===== config.mk =====
export PLATFORM = sky130hd
export DESIGN_NAME = jt900h_memsrv
export DESIGN_NICKNAME = d
export VERILOG_FILES = /design/src/rtl/jt900h_memsrv_pkg.sv /design/src/rtl/jt900h_cendiv.sv /design/src/rtl/jt900h_memsrv.sv
export SDC_FILE = /design/constraint.sdc
export NUM_CORES = 1
export LEC_CHECK = 0
export BUFFER_PORTS_ARGS = -buffer_cell sky130_fd_sc_hd__buf_2
export CAP_MARGIN = 20
export CORE_MARGIN = 10
export CORE_UTILIZATION = 40
export CTS_BUF_LIST = sky130_fd_sc_hd__clkbuf_8
export DETAILED_ROUTE_END_ITERATION = 10
export GPL_TIMING_DRIVEN = 1
export PLACE_DENSITY_LB_ADDON = 0.3
export SLEW_MARGIN = 20
export SYNTH_ARGS = -nofsm -noshare
export SYNTH_HDL_FRONTEND = slang
export SYNTH_SLANG_ARGS = --single-unit

===== constraint.sdc =====
create_clock -name clk -period 2.72 [get_ports clk]
set_input_delay 0.408 -clock clk [delete_from_list [all_inputs] [get_ports clk]]
set_output_delay 0.408 -clock clk [all_outputs]
set_load 0.05 [all_outputs]

===== src/rtl/jt900h_memsrv_pkg.sv =====
// Shared definitions for the JT900H RAM-port responder: state encoding,
// the registered memory request and a byte-merge helper.
package jt900h_memsrv_pkg;

  localparam int ADDR_W = 23;
  localparam int DATA_W = 16;
  localparam int CNT_W  = 4;

  typedef enum logic [1:0] {
    ST_IDLE = 2'd0,
    ST_RD   = 2'd1,
    ST_WR   = 2'd2
  } memsrv_st_e;

  typedef struct packed {
    logic [ADDR_W-1:0] addr;
    logic [1:0]        be;
    logic [DATA_W-1:0] wdata;
  } mem_req_t;

  function automatic logic [DATA_W-1:0] merge_bytes(
    input logic [DATA_W-1:0] old_w,
    input logic [DATA_W-1:0] new_w,
    input logic [1:0]        be
  );
    logic [DATA_W-1:0] res;
    res = old_w;
    if (be[0]) res[7:0]  = new_w[7:0];
    if (be[1]) res[15:8] = new_w[15:8];
    return res;
  endfunction

endpackage


===== src/rtl/jt900h_cendiv.sv =====
// Clock-enable divider: counts 0..CEN_DIV-1 and parks on the last value
// while the owner asks to hold, so the next pulse waits for it.
module jt900h_cendiv
  import jt900h_memsrv_pkg::*;
#(
  parameter int CEN_DIV = 2
) (
  input  logic clk,
  input  logic rst,
  input  logic hold,
  output logic pulse_ok
);

  localparam logic [CNT_W-1:0] CNT_TOP = CNT_W'(CEN_DIV - 1);

  logic [CNT_W-1:0] cnt_q;
  logic [CNT_W-1:0] cnt_d;

  always_comb begin
    cnt_d = cnt_q + CNT_W'(1);
    if (cnt_q == CNT_TOP) begin
      cnt_d = hold ? cnt_q : '0;
    end
  end

  always_ff @(posedge clk or negedge rst) begin
    if (!rst) begin
      cnt_q <= '0;
    end else begin
      cnt_q <= cnt_d;
    end
  end

  assign pulse_ok = (cnt_q == CNT_TOP);

endmodule


===== src/rtl/jt900h_memsrv.sv =====
// Serves JT900H word reads and byte-masked writes from a req/ack memory,
// stalling the CPU through cpu_cen; a one-word latch absorbs repeated reads.
module jt900h_memsrv
  import jt900h_memsrv_pkg::*;
#(
  parameter int CEN_DIV = 2
) (
  input  logic                clk,
  input  logic                rst,
  output logic                cpu_cen,
  input  logic [23:0]         cpu_addr,
  input  logic [DATA_W-1:0]   cpu_din,
  input  logic [1:0]          cpu_we,
  output logic [DATA_W-1:0]   cpu_dout,
  output logic [ADDR_W-1:0]   mem_addr,
  output logic                mem_rd,
  output logic                mem_wr,
  output logic [1:0]          mem_be,
  output logic [DATA_W-1:0]   mem_wdata,
  input  logic [DATA_W-1:0]   mem_rdata,
  input  logic                mem_ack
);

  if (CEN_DIV < 2 || CEN_DIV > 16) begin : g_bad_div
    $error("jt900h_memsrv: CEN_DIV must be within 2..16");
  end

  memsrv_st_e        st_q, st_d;
  mem_req_t          req_q, req_d;
  logic [ADDR_W-1:0] tag_q, tag_d;
  logic              valid_q, valid_d;
  logic              served_q, served_d;
  logic [DATA_W-1:0] cpu_dout_q, cpu_dout_d;
  logic              mem_rd_q, mem_rd_d;
  logic              mem_wr_q, mem_wr_d;

  logic [ADDR_W-1:0] req_addr;
  logic              addr_lsb_unused;
  logic              miss;
  logic              need;
  logic              busy;
  logic              pulse_ok;

  assign req_addr        = cpu_addr[23:1];
  assign addr_lsb_unused = cpu_addr[0];

  assign miss = !valid_q || (req_addr != tag_q);
  assign need = !served_q && ((cpu_we != 2'b00) || miss);
  assign busy = (st_q != ST_IDLE) || need;

  jt900h_cendiv #(
    .CEN_DIV (CEN_DIV)
  ) u_cendiv (
    .clk      (clk),
    .rst      (rst),
    .hold     (busy),
    .pulse_ok (pulse_ok)
  );

  assign cpu_cen = pulse_ok && (st_q == ST_IDLE) && !need;

  always_comb begin
    st_d       = st_q;
    req_d      = req_q;
    tag_d      = tag_q;
    valid_d    = valid_q;
    served_d   = served_q;
    cpu_dout_d = cpu_dout_q;
    mem_rd_d   = mem_rd_q;
    mem_wr_d   = mem_wr_q;

    case (st_q)
      ST_IDLE: begin
        if (need) begin
          req_d.addr = req_addr;
          if (cpu_we != 2'b00) begin
            st_d        = ST_WR;
            req_d.be    = cpu_we;
            req_d.wdata = cpu_din;
            mem_wr_d    = 1'b1;
          end else begin
            st_d     = ST_RD;
            mem_rd_d = 1'b1;
          end
        end else begin
          served_d = 1'b1;
        end
      end
      ST_RD: begin
        if (mem_ack) begin
          cpu_dout_d = mem_rdata;
          tag_d      = req_q.addr;
          valid_d    = 1'b1;
          served_d   = 1'b1;
          mem_rd_d   = 1'b0;
          st_d       = ST_IDLE;
        end
      end
      ST_WR: begin
        if (mem_ack) begin
          // Keep the read latch coherent with what memory now holds.
          if (valid_q && (tag_q == req_q.addr)) begin
            cpu_dout_d = merge_bytes(cpu_dout_q, req_q.wdata, req_q.be);
          end
          served_d = 1'b1;
          mem_wr_d = 1'b0;
          st_d     = ST_IDLE;
        end
      end
      default: begin
        st_d     = ST_IDLE;
        mem_rd_d = 1'b0;
        mem_wr_d = 1'b0;
      end
    endcase

    // The cpu_cen pulse closes the access, so the next one starts unserved.
    if (cpu_cen) begin
      served_d = 1'b0;
    end
  end

  always_ff @(posedge clk or negedge rst) begin
    if (!rst) begin
      st_q       <= ST_IDLE;
      req_q      <= '0;
      tag_q      <= '0;
      valid_q    <= 1'b0;
      served_q   <= 1'b0;
      cpu_dout_q <= '0;
      mem_rd_q   <= 1'b0;
      mem_wr_q   <= 1'b0;
    end else begin
      st_q       <= st_d;
      req_q      <= req_d;
      tag_q      <= tag_d;
      valid_q    <= valid_d;
      served_q   <= served_d;
      cpu_dout_q <= cpu_dout_d;
      mem_rd_q   <= mem_rd_d;
      mem_wr_q   <= mem_wr_d;
    end
  end

  assign cpu_dout  = cpu_dout_q;
  assign mem_addr  = req_q.addr;
  assign mem_be    = req_q.be;
  assign mem_wdata = req_q.wdata;
  assign mem_rd    = mem_rd_q;
  assign mem_wr    = mem_wr_q;

endmodule


==> results.md, run 1 <==
- Worst-margin pin slew: between 0.6 and 0.7 ns
- Worst Path Arrival: 2.10 ns
- Initial antenna violation count: 1
- Fillcell total: 951
- Status: complete, no violations
- Fmax: 398.1 MHz
- Crit path launch type: register
- CP delay by family, top: simple AND/OR/NAND/NOR gates
- Root Buffer: clkbuf_8
- Global Route met3 Usage: 0.05150
- Slew HR: 0.5678
- Worst EP required: 2.31 ns
- Synth unique cells: 38
- Most common cell in the synthesized netlist: dfrtp_1
- Port bufs: ~120
- I/O Pins: 121
- Worst setup path class: reg2out
- Clock latency on the worst-skew pair: 0.36 ns
- Cell Chain, Critical Path: xnor2_1, nand4_1, nor4_4, a21oi_2, nor2_1, buf_2
- Largest net degree at the start of global routing: 54
- Synth top area cells: dfrtp_1 53%, mux2_2 14%, xnor2_1 7.4%, o221a_2 4.2%, mux2_4 3.5%
- Antenna-violating nets left: 0
- P_leak: 0.002338 uW
- Period utilization: 0.9234
- RSZ-0062 raised after global routing: no
- Synth top cells by count: 90 x dfrtp_1, 53 x mux2_2, 36 x xnor2_1
- Max FO, Critical Path: 7
- # rows: 37
- Clock Skew: just under 0.009 ns
- Placed inst area: 5015 um2
- CTS Hold Bufs: 0
- Final min period: 2.512 ns
- Layout net count: a little over 500
- CTS Sinks: 90
- Top Usage Layer GRT: met2
- Wire per inst: 18.55 um
- Post-layout util: 0.5056
- Cells after Synth: roughly 320
- Post-synth EDFFs: 0
- First DRT Iteration DRCs: roughly 210
- Avg Inst Size Synth: 13.46 um2
- Synth top area share: 0.5311
- Type of the most critical hold path: in2async
- TritonCTS clock tree: built
- Area Growth Syn to Fin: 23.10%
- Yosys reg bits: 90
- PD cells: 1512 nW/um2
- CP max stage delay: 0.42 ns
- Cell Area, Synth: around 4200 um2
- Overflow after GRT: 0
- Dpl hpwl: 8177 um
- Met1 GRT Util: 0.1767
- DRC viols: 0
- Clk slew on worst S/H paths: 0.09 ns
- Core Region: 10320 um2
- Synthesis Warnings: 0
- Routability Congestion: 0.7902
- CTS Buffer Depth: 2
- Met2 usage: 0.2289
- Die extent in x: 123.0 um
- CP bufs+invs: 1
- Power Total: roughly 7900 uW
- Full die area: 15120 um2
- Element type at the critical path end: output pin
- Die Y: between 100 and 150 um
- Num CTS Buffers: 9
- Vias in the first global route: 3246
- Peak supply drop: roughly 0.00086 V
- Antenna Cells: 0
- Max-cap violations: 0
- Via density: 5.204
- Initial Util: 0.4107
- Drt pass-1 iters: 4
- Layout cells sized above 1: 0.5089
- Fin area: between 5000 and 6000 um2
- Drt total wl: 10830 um
- Fin. Hold Viols: 0
- First-pass GRT wire length: 16960 um
- Setup TNS: 0 ns
- Slew Limit Fails: 0
- Final setup violation count: 0
- Mapped Nets: 380
- Ys flop type: dfrtp_1
- Sequential area share after synthesis: 0.5311
- CP max stage cell: dfrtp_1
- Area leader, netlist: dfrtp_1
- H-tree Lvls: 3
- GRT Util Overall: 0.1427
- Vias: 3039
- Post-synth ARST share: 1.000
-- kinds of logic after synthesis --
family                     count (synthesis)  synth area share
AOI/OAI and AO/OA                         35           0.07407
buffers and inverters                     15           0.01829
xor gates and xnor gates                  48           0.09914
adders and majority gates                  4           0.01180
DFF                                       90            0.5311
and+or+nand+nor                           59           0.08705
muxes                                     64            0.1785
-- state kept, by name, indices dropped and copies added, names as in the netlist --
name	cells
mem_addr	23
served_q	1
mem_rd	1
u_cendiv.cnt_q	4
cpu_dout	16
tag_q	23
mem_wr	1
valid_q	1
st_q	2
mem_be	2
mem_wdata	16
-- routing by layer --
| metal | vias up | part of all wire |
|---|---|---|
| li1 | 1404 | - |
| met1 | 1508 | 0.43 |
| met2 | 114 | 0.46 |
| met3 | 13 | 0.093 |
| met4 | 0 | 0.011 |
| met5 | - | 0 |
-- placed cells by master (no fill, tap or decap), types with 2 or more instances in the layout --
| cell type | instances |
|---|---|
| nor4_4 | 2 |
| o21ai_0 | 3 |
| xor2_1 | 12 |
| xnor2_1 | 36 |
| nor2b_1 | 3 |
| a21oi_1 | 6 |
| nor4_1 | 3 |
| mux2_2 | 53 |
| inv_1 | 6 |
| clkbuf_8 | 9 |
| mux2_4 | 10 |
| o221a_2 | 16 |
| nand4_1 | 10 |
| nand3_1 | 3 |
| nor2_1 | 4 |
| clkinvlp_4 | 3 |
| nand2_1 | 12 |
| buf_4 | 8 |
| dfrtp_1 | 90 |
| a22o_1 | 2 |
| or3_1 | 16 |
| buf_2 | 118 |
| ha_1 | 4 |
-- worst register-to-register path, stage by stage, from the launching register on --
cell and delay, ns:
dfrtp_1 0.43, xnor2_1 0.15, nand4_1 0.17, nor4_4 0.07, buf_4 0.15, a211oi_4 0.24
nor2b_4 0.60, mux2_2 0.42
-- cell type report --
class	count	area, um2	share of cell area
Clock buffer	9	123.9	0.02373
Clock inverter	7	70.07	0.01342
Inverter	5	18.77	0.003595
Multi-Input combinational cell	210	1914	0.3667
Sequential cell	90	2252	0.4314
Tap cell	136	170.2	0.03260
Timing Repair Buffer	127	670.6	0.1285
-- final timing paths --
| path | endpoint | startpoint | cells past startpoint | slack (ns) |
|---|---|---|---|---|
| hold reg to reg | u_cendiv.cnt_q[3] | u_cendiv.cnt_q[3] | 1 | 0.52 |
| min in group clk | mem_wdata[11] | cpu_din[11] | 2 | 0.28 |
| setup / recovery | cpu_cen | tag_q[5] | 6 | 0.21 |
| setup reg to reg | mem_wdata[2] | tag_q[17] | 7 | 0.38 |
| hold / removal | u_cendiv.cnt_q[2] | rst | 1 | 0.003 |
| max in group asynchronous | mem_wdata[0] | rst | 2 | 2.06 |
-- report_power, final --
| group | total [uW] | switching, uW | leakage, uW | internal (uW) |
|---|---|---|---|---|
| Sequential | 2620 | 617 | 0.00107 | 2010 |
| Clock | 915 | 492 | 0.0000931 | 423 |
| Combinational | 4350 | 2750 | 0.00118 | 1600 |
| Total | 7890 | 3860 | 0.00234 | 4030 |
-- through the flow --
step	hold slack [ns]	setup WS [ns]	std cells
global route	0.03288	0.03788	584
floorplan	0.1124	0.3485	315
detailed placement	0.4152	0.2239	567
finish	0.002856	0.2083	584
global placement	0.4095	0.2131	567
CTS	0.01698	0.07055	584
-- repair_timing --
item | in CTS | in global routing
setup buffers | 1 | 0
pin swaps | 1 | 0
resized for setup | 0 | 1
setup endpoints to repair | 1 | 1
Note: power is estimated with default switching activity, not from simulation.
==> run 2: changes to the inputs <==
--- a/config.mk
+++ b/config.mk
@@ -9,9 +9,10 @@
 export CAP_MARGIN = 20
 export CORE_MARGIN = 10
 export CORE_UTILIZATION = 40
-export CTS_BUF_LIST = sky130_fd_sc_hd__clkbuf_8
+export CTS_BUF_LIST = sky130_fd_sc_hd__clkbuf_2 sky130_fd_sc_hd__clkbuf_4 sky130_fd_sc_hd__clkbuf_8
 export DETAILED_ROUTE_END_ITERATION = 10
 export GPL_TIMING_DRIVEN = 1
+export HOLD_SLACK_MARGIN = 0.02
 export PLACE_DENSITY_LB_ADDON = 0.3
 export SLEW_MARGIN = 20
 export SYNTH_ARGS = -nofsm -noshare
==> run 2 against run 1 <==
  * Combinational power is essentially flat
  * Highest routed layer unchanged
  * Clock skew is essentially flat
  * Global-route usage is essentially flat
  * Critical endpoint unchanged
  * Worst setup slack lost 0.0012 ns
  * Final area grew 0.26%
  * Clock power grew 1%
==> results.md, run 2 (synthesis gave the netlist of run 1 again) <==
- Vias in the first global route: 3251 (+0.15%)
- Most frequent cells in the layout: 118 x buf_2, 90 x dfrtp_1, 53 x mux2_2
- Vias: 3038 (-0.033%)
- # rows: 37 (unchanged)
- First DRT Iteration DRCs: 226 (+5.6%)
- Initial antenna violation count: 1 (unchanged)
- P_leak: 0.002342 uW (+0.15%)
- Worst Path Arrival: 2.10 ns (about the same)
- Clk slew on worst S/H paths: 0.09 ns (about the same)
- Setup TNS: 0 ns (unchanged)
- Type of the most critical hold path: in2reg
- Largest net degree at the start of global routing: 54 (unchanged)
- FF-to-FF path depth: 6 (-1)
- RSZ-0062 raised after global routing: no
- I/O Pins: 121 (unchanged)
- Max-cap violations: 0 (unchanged)
- Worst-margin pin slew: 0.6507 ns (+0.003797 ns)
- Peak supply drop: 0.0008523 V (-0.93%)
- Worst setup path class: reg2out
- Fin. Hold Viols: 0 (unchanged)
- Port bufs: 119 (unchanged)
- CTS Buffer Depth: 2 (unchanged)
- Hold Path Stages: 2
- Clock Skew: 0.008504 ns (-0.0001805 ns)
- Drt pass-1 iters: 4 (unchanged)
- Hold EP: mem_wdata[11]
- Overflow after GRT: 0 (unchanged)
- Fillcell total: 953 (+0.21%)
- PD cells: 1509 nW/um2 (-0.14%)
- Post-layout util: 0.5070 (+0.001333)
- Via density: 5.193 (-0.20%)
- First-pass GRT wire length: 16990 um (+0.20%)
- Drt total wl: 10820 um (-0.10%)
- TritonCTS clock tree: built
- Final min period: 2.513 ns (+0.001190 ns)
- Slew Limit Fails: 0 (unchanged)
- Fmax: 397.9 MHz (about the same)
- Slew HR: 0.5653 (-0.002537)
- Antenna Cells: 0 (unchanged)
- CTS Sinks: 90 (unchanged)
- Status: complete, no violations
- FF-to-FF End: mem_wdata[2]
- Reg-to-Reg Start: st_q[1]
- Layout cells sized above 1: 0.5100 (+0.001094)
- Worst slack, placed: 0.2239 ns (unchanged)
- Fin area: 5234 um2 (+0.26%)
- Layout net count: 509 (+0.20%)
- Die Y: 123.0 um (unchanged)
- Setup slack, reg-to-reg: 0.38 ns (about the same)
- Num CTS Buffers: 9 (unchanged)
- Wire per inst: 18.50 um (-0.27%)
- Clock latency on the worst-skew pair: 0.36 ns (about the same)
- HP Start: cpu_din[11]
- Full die area: 15120 um2 (unchanged)
- Worst EP required: 2.31 ns (about the same)
- Element type at the critical path end: output pin
- Area Growth Syn to Fin: 23.43%
- Fin worst setup slack: 0.2071 ns (-0.001190 ns)
- DRC viols: 0 (unchanged)
- Routability Congestion: 0.7902 (unchanged)
- Max FO, Critical Path: 7 (unchanged)
- Die extent in x: 123.0 um (unchanged)
- Dpl hpwl: 8177 um (unchanged)
- Period utilization: 0.9239 (about the same)
- H-tree Lvls: 3 (unchanged)
- Cells after DPL: 567 (unchanged)
- Antenna-violating nets left: 0 (unchanged)
- Crit path launch type: register
- Root Buffer: clkbuf_8
- Most common cell after layout, fill and taps aside: buf_2
- Initial Util: 0.4107 (unchanged)
- Placed inst area: 5015 um2 (unchanged)
- Core Region: 10320 um2 (unchanged)
- GRT Util Overall: 0.1430 (+0.0002884)
- Layout Cells excl Fill: 585 (+0.17%)
- Final setup violation count: 0 (unchanged)
run 2: area by class of cell:
cell class,count,area [um2],share of cell area
flip-flops and latches,90,2252,0.4303
multi-input cells,210,1914,0.3658
repair buffers,128,680.7,0.1301
well taps,136,170.2,0.03251
clock buffers,10,131.4,0.02510
clock inverters,6,66.31,0.01267
inverters,5,18.77,0.003586
run 2: stage by stage:
stage	hold WS (ns)	total power [uW]
6_report	0.2813	7900
5_1_grt	0.2610	8364
4_1_cts	0.2656	7992
3_5_place_dp	0.4152	7052
3_3_place_gp	0.4095	6951
2_1_floorplan	0.1124	5980
run 2: power by group:
part           leakage [uW]  switching [uW]  internal [uW]
Combinational       0.00118            2750           1600
Sequential          0.00107             615           2010
Clock             0.0000923             489            437
run 2: worst max path at each step:
stage                           start      end  slack [ns]
after CTS                   tag_q[18]  cpu_cen        0.07
after global placement    cpu_addr[6]  cpu_cen        0.21
after global routing         tag_q[5]  cpu_cen        0.04
final                        tag_q[5]  cpu_cen        0.21
after floorplan           cpu_addr[6]  cpu_cen        0.35
after detailed placement  cpu_addr[6]  cpu_cen        0.22
run 2: per-layer routing:
layer  share of wire  vias to the layer above  track usage
met4           0.011                        0      0.04345
met2            0.47                      109       0.2296
met1            0.43                     1511       0.1770
met5               0                        -            0
li1                -                     1405            -
met3           0.090                       13      0.05150
run 2: repair_timing:
action | in CTS | in global routing
pin swaps | 1 | 0
setup endpoints to repair | 1 | 1
setup buffers | 1 | 0
gates resized for setup | 0 | 1
endpoints found under the hold margin | 2 | 0
hold buffers | 1 | 0
run 2: worst max-delay path, cell delays in order, from the launching register on:
cell and delay (ns):
dfrtp_1 0.42, xnor2_1 0.19, nand4_1 0.18, nor4_4 0.39, a21oi_2 0.16, nor2_1 0.14, buf_2 0.27
